## config.mk

```make
export PLATFORM = sky130hd
export DESIGN_NAME = led_pwm_fader
export DESIGN_NICKNAME = d
export VERILOG_FILES = /design/src/rtl/led_pwm_fader.sv
export SDC_FILE = /design/constraint.sdc
export NUM_CORES = 1
export LEC_CHECK = 0
export ABC_AREA = 1
export BUFFER_PORTS_ARGS = -buffer_cell sky130_fd_sc_hd__buf_2
export CORE_MARGIN = 8
export CORE_UTILIZATION = 40
export CTS_BUF_LIST = sky130_fd_sc_hd__clkbuf_16
export CTS_CLUSTER_SIZE = 8
export DETAILED_ROUTE_END_ITERATION = 16
export PLACE_DENSITY_LB_ADDON = 0.12
export RECOVER_POWER = 100
export SKIP_LAST_GASP = 1
export SLEW_MARGIN = 10
export SYNTH_ARGS = -nofsm -noshare
export SYNTH_HDL_FRONTEND = slang
export SYNTH_SLANG_ARGS = --single-unit
```

## constraint.sdc

```tcl
create_clock -name clk -period 1.9 [get_ports clk]
set_input_delay 0.57 -clock clk [delete_from_list [all_inputs] [get_ports clk]]
set_output_delay 0.57 -clock clk [all_outputs]
set_load 0.01 [all_outputs]
```

## src/rtl/led_pwm_fader.sv

```systemverilog
// Breathing-LED PWM stage fed by an external free-running counter: ramp up, hold, ramp down, hold.
// Build macro LED_FADER_GAMMA_EN squares the duty before the compare; the duty output stays linear.
module led_pwm_fader #(
  parameter int WIDTH        = 8,
  parameter int STEP         = 4,
  parameter int HOLD_PERIODS = 16,
  parameter int HOLD_W       = 8
) (
  input  logic             clk,
  input  logic             rst,
  input  logic             ena,
  input  logic [WIDTH-1:0] cnt,
  input  logic             start,
  input  logic             stop,
  output logic             pwm,
  output logic [WIDTH-1:0] duty,
  output logic             busy,
  output logic             period_end
);

  typedef enum logic [2:0] {
    S_IDLE      = 3'd0,
    S_RAMP_UP   = 3'd1,
    S_HOLD_HIGH = 3'd2,
    S_RAMP_DOWN = 3'd3,
    S_HOLD_LOW  = 3'd4
  } state_t;

  localparam logic [WIDTH-1:0]  DUTY_MAX  = {WIDTH{1'b1}};
  localparam logic [WIDTH:0]    STEP_X    = (WIDTH+1)'(STEP);
  localparam logic [HOLD_W-1:0] HOLD_LAST = HOLD_W'(HOLD_PERIODS - 1);

  // Sum is formed one bit wider so an overflow past MAX clamps instead of wrapping.
  function automatic logic [WIDTH-1:0] duty_up(input logic [WIDTH-1:0] d);
    logic [WIDTH:0] s;
    s = {1'b0, d} + STEP_X;
    duty_up = (s > {1'b0, DUTY_MAX}) ? DUTY_MAX : s[WIDTH-1:0];
  endfunction

  function automatic logic [WIDTH-1:0] duty_down(input logic [WIDTH-1:0] d);
    duty_down = ({1'b0, d} > STEP_X) ? (d - STEP_X[WIDTH-1:0]) : '0;
  endfunction

  state_t            r_state;
  logic [HOLD_W-1:0] r_hold;
  logic              r_stop_pend;
  logic [WIDTH-1:0]  r_duty;
  logic              r_pwm;
  logic              r_busy;
  logic              r_pe;

  logic              w_pe;
  logic [WIDTH-1:0]  w_up;
  logic [WIDTH-1:0]  w_down;
  logic [WIDTH-1:0]  w_duty_eff;

  assign w_pe   = ena && (cnt == DUTY_MAX);
  assign w_up   = duty_up(r_duty);
  assign w_down = duty_down(r_duty);

`ifdef LED_FADER_GAMMA_EN
  logic [2*WIDTH-1:0] w_sq;
  assign w_sq       = {{WIDTH{1'b0}}, r_duty} * {{WIDTH{1'b0}}, r_duty};
  assign w_duty_eff = w_sq[2*WIDTH-1:WIDTH];
`else
  assign w_duty_eff = r_duty;
`endif

  // PWM compare and boundary pulse run every clock, independent of the FSM.
  always_ff @(posedge clk or posedge rst) begin
    if (rst) begin
      r_pwm <= 1'b0;
      r_pe  <= 1'b0;
    end else begin
      r_pwm <= (cnt < w_duty_eff);
      r_pe  <= w_pe;
    end
  end

  // Duty only moves on period boundaries so a period never sees two compare values.
  always_ff @(posedge clk or posedge rst) begin
    if (rst) begin
      r_state     <= S_IDLE;
      r_hold      <= '0;
      r_stop_pend <= 1'b0;
      r_duty      <= '0;
      r_busy      <= 1'b0;
    end else begin
      r_busy <= (r_state != S_IDLE);
      case (r_state)
        S_IDLE: begin
          r_duty      <= '0;
          r_stop_pend <= 1'b0;
          if (start && !stop) r_state <= S_RAMP_UP;
        end
        S_RAMP_UP: begin
          if (stop) begin
            r_stop_pend <= 1'b1;
            r_state     <= S_RAMP_DOWN;
          end else if (w_pe) begin
            r_duty <= w_up;
            if (w_up == DUTY_MAX) begin
              r_state <= S_HOLD_HIGH;
              r_hold  <= '0;
            end
          end
        end
        S_HOLD_HIGH: begin
          if (stop) begin
            r_stop_pend <= 1'b1;
            r_state     <= S_RAMP_DOWN;
          end else if (w_pe) begin
            if (r_hold == HOLD_LAST) begin
              r_state <= S_RAMP_DOWN;
              r_hold  <= '0;
            end else begin
              r_hold <= r_hold + 1'b1;
            end
          end
        end
        S_RAMP_DOWN: begin
          if (stop) r_stop_pend <= 1'b1;
          if (w_pe) begin
            r_duty <= w_down;
            if (w_down == '0) begin
              if (r_stop_pend || stop) begin
                r_state     <= S_IDLE;
                r_stop_pend <= 1'b0;
              end else begin
                r_state <= S_HOLD_LOW;
                r_hold  <= '0;
              end
            end
          end
        end
        S_HOLD_LOW: begin
          // Duty is already 0 here, so a stop completes on the next boundary.
          if (stop) begin
            r_stop_pend <= 1'b1;
            r_state     <= S_RAMP_DOWN;
          end else if (w_pe) begin
            if (r_hold == HOLD_LAST) begin
              r_state <= S_RAMP_UP;
              r_hold  <= '0;
            end else begin
              r_hold <= r_hold + 1'b1;
            end
          end
        end
        default: r_state <= S_IDLE;
      endcase
    end
  end

  assign pwm        = r_pwm;
  assign duty       = r_duty;
  assign busy       = r_busy;
  assign period_end = r_pe;

endmodule

```

==> metrics <==
outcome=complete, but fails checks; failing checks=negative setup slack; Longest Clk Path Bufs=2; RD Place Congestion=0.8577; average cell area after synthesis=6.831 µm²; Max Freq=521.5 MHz; Post-synth EDFFs=0; post-synthesis compound-gate area fraction=about 17%; final slew viol count=0; Tightest Hold Check Type=primary input to asynchronous set/reset pin; Clock Sinks=23; total number of H-tree levels=1; number of diodes=0; synth cell count leaders=nand2_1, nor2_1, inv_1; P_leak=1.322 nW; initial antenna violation count=0; Synth area leaders=dfrtp_1, nand2_1, ha_1, nor2_1, a21oi_1; Syn Std Cell Area=about 1800 µm²; CP endpoint kind=register; Worst Path Arrival=roughly 2.1 ns; simple-gate area share of the yosys netlist=35.69%; dpl ws=-0.1374 ns; post-synth top area share=31.21%; CTS buffer count=3; area of the multi-input gates=around 1300 µm²; mux contribution to synthesized area=0%; Die Area=7039 µm²; leading area contributor after synthesis=dfrtp_1; final-report setup violation count=2; final WL=around 5.4 mm; IO Port Bufs=23; main combinational cell family by area after synthesis=simple AND/OR/NAND/NOR gates; critical path fanouts, max=7; Syn Nets=295; kind of critical path=register to register; final period utilization=100.9%; power consumption=5.037 mW; library cells used by synthesis=30; Nets=approximately 380; floorplan die width=83.90 µm; Post-Synth Adder-Cell Area=8.141%; initial core utilization=41.78%; vias=2110; Clock Latency Late Sink=~0.26 ns; WHS=around 0.31 ns; RSZ-0062 raised after global routing=true; Req. time, crit path=2.08 ns; Post-Synth XOR/XNOR Area=less than 1%; Max VDD drop=0.9461 mV; vias in the first global route=1962; global-route wire length before repair=8.956 mm; root buffer cell=clkbuf_16; Slew headroom=between 50% and 60%; clock-pin slew on the worst setup and hold paths=about 0.06 ns; row count=24; Tmin final=1.918 ns; I/O pin total=24; placed instance count=around 390; antenna viol nets, final=0; largest net degree at the start of global routing=14; P&R area growth vs syn=47.08%; share of layout cells above drive strength 1=35.96%; drt initial violations=101; Cells after Synth=270; CORE AREA=4414 µm²; crit path launch type=register; clk_skew=0.004707 ns; Die Y=83.90 µm; final-report hold violation count=0; first-pass iteration count of the detailed router=4; most common cell in the netlist=nand2_1; Post-synth top flop=dfrtp_1; Routed WL per cell=about 13 µm; GRT Residual Overflow=0; PD cells=1857 nW/µm²; drt drc=0; actual slew at the worst max-slew pin=0.7221 ns; Yosys Warn Count=0; Seq/Total Area, Yosys=31.21%; CTS tree=yes; number of fill cells in the layout=407; register bit total from synthesis=23; final setup TNS=-0.01799 ns; Post-synth ARST share=100.0%; Max-Cap Viols=0; gr usage total=between 15 and 20%; Reg area=579.3 µm²; Post-Layout Cell Count=408; DP HPWL=4.011 mm; via density per instance=around 5.2; setup ws final=-0.01752 ns
layout by cell type, fill, tap and decap left out, drive strengths merged:
cell type and count:
nor3 6, nand3b 1, nand4 8, ha 12
nor2 37, or2 1, o22ai 1, clkbuf 11
a31oi 3, dfrtp 23, o211ai 2, clkinv 1
nor4 1, a21oi 24, nand3 24, xnor2 1
inv 32, nand2 69, clkinvlp 1, o21a 1
buf 75, a22oi 3, o21ai 19
worst paths after layout:
| path | depth (start not counted) | slack, ns | from | end |
|---|---|---|---|---|
| worst min register to register | 2 | 0.52 | r_hold[4]$_DFFE_PP0P_ | r_hold[4]$_DFFE_PP0P_ |
| max in group asynchronous | 3 | 0.60 | rst | r_hold[3]$_DFFE_PP0P_ |
| worst max-delay path | 11 | -0.02 | duty[2]$_DFFE_PP0P_ | r_hold[3]$_DFFE_PP0P_ |
| worst max register to register | 11 | -0.02 | duty[2]$_DFFE_PP0P_ | r_hold[3]$_DFFE_PP0P_ |
| worst min-delay path | 2 | 0.31 | rst | duty[3]$_DFFE_PP0P_ |
| min in group clk | 2 | 0.52 | r_hold[4]$_DFFE_PP0P_ | r_hold[4]$_DFFE_PP0P_ |
layer usage:
layer	vias up	global-route usage [%]	wire length, µm	share of wire, %
met1	972	20.72	2565	47
met2	47	23.16	2430	45
met3	8	3.516	370	6.8
li1	1083	-	-	-
met5	-	0	0	0
met4	0	3.611	64	1.2
per-stage QoR:
step                      utilization, %  cell area [µm²]
final                              61.45             2713
after global routing               61.45             2713
after CTS                          57.77             2550
after detailed placement           54.22             2394
after global placement             54.22             2394
after floorplan                        -             1863
state kept, by name, indices dropped and copies added, names as in the netlist:
signal and cells:
r_stop_pend 1, r_state 3, pwm 1, duty 8
period_end 1, busy 1, r_hold 8
final cells by class:
class	count	area share (%)
Clock inverter	1	0.1384
Tap cell	52	2.399
Sequential cell	23	21.36
Multi-Input combinational cell	213	47.97
Clock buffer	3	2.768
Timing Repair Buffer	83	20.48
Inverter	33	4.889
worst max-delay path, cell delays in order (launching register included):
cell,delay (ns)
dfrtp_2,0.48
inv_2,0.11
ha_4,0.18
inv_4,0.05
a21oi_4,0.18
nor2_2,0.07
nor2_2,0.15
nand3_4,0.12
nand2_4,0.12
nand3_4,0.12
buf_4,0.16
o21ai_2,0.10
cells by family after synthesis:
family	after synthesis
simple gates	146
compound gates	53
buf+inv	35
flops	23
fa+ha+maj	12
xor+xnor	1
what timing repair did:
| item | CTS | global route |
|---|---|---|
| endpoints found under the setup margin | 11 | 14 |
| pin swaps | 5 | 18 |
| setup buffers | 4 | 8 |
| gates cloned | 1 | 0 |
| hold buffers | 0 | 0 |
| gates resized for setup | 10 | 32 |
where the power goes:
part	leakage [nW]	internal [mW]	switching, mW
registers	0.290	0.690	0.226
clock network	0.0423	0.281	0.174
logic	0.989	1.65	2.01
total	1.32	2.63	2.41
Power figures use the tool's default switching activity.
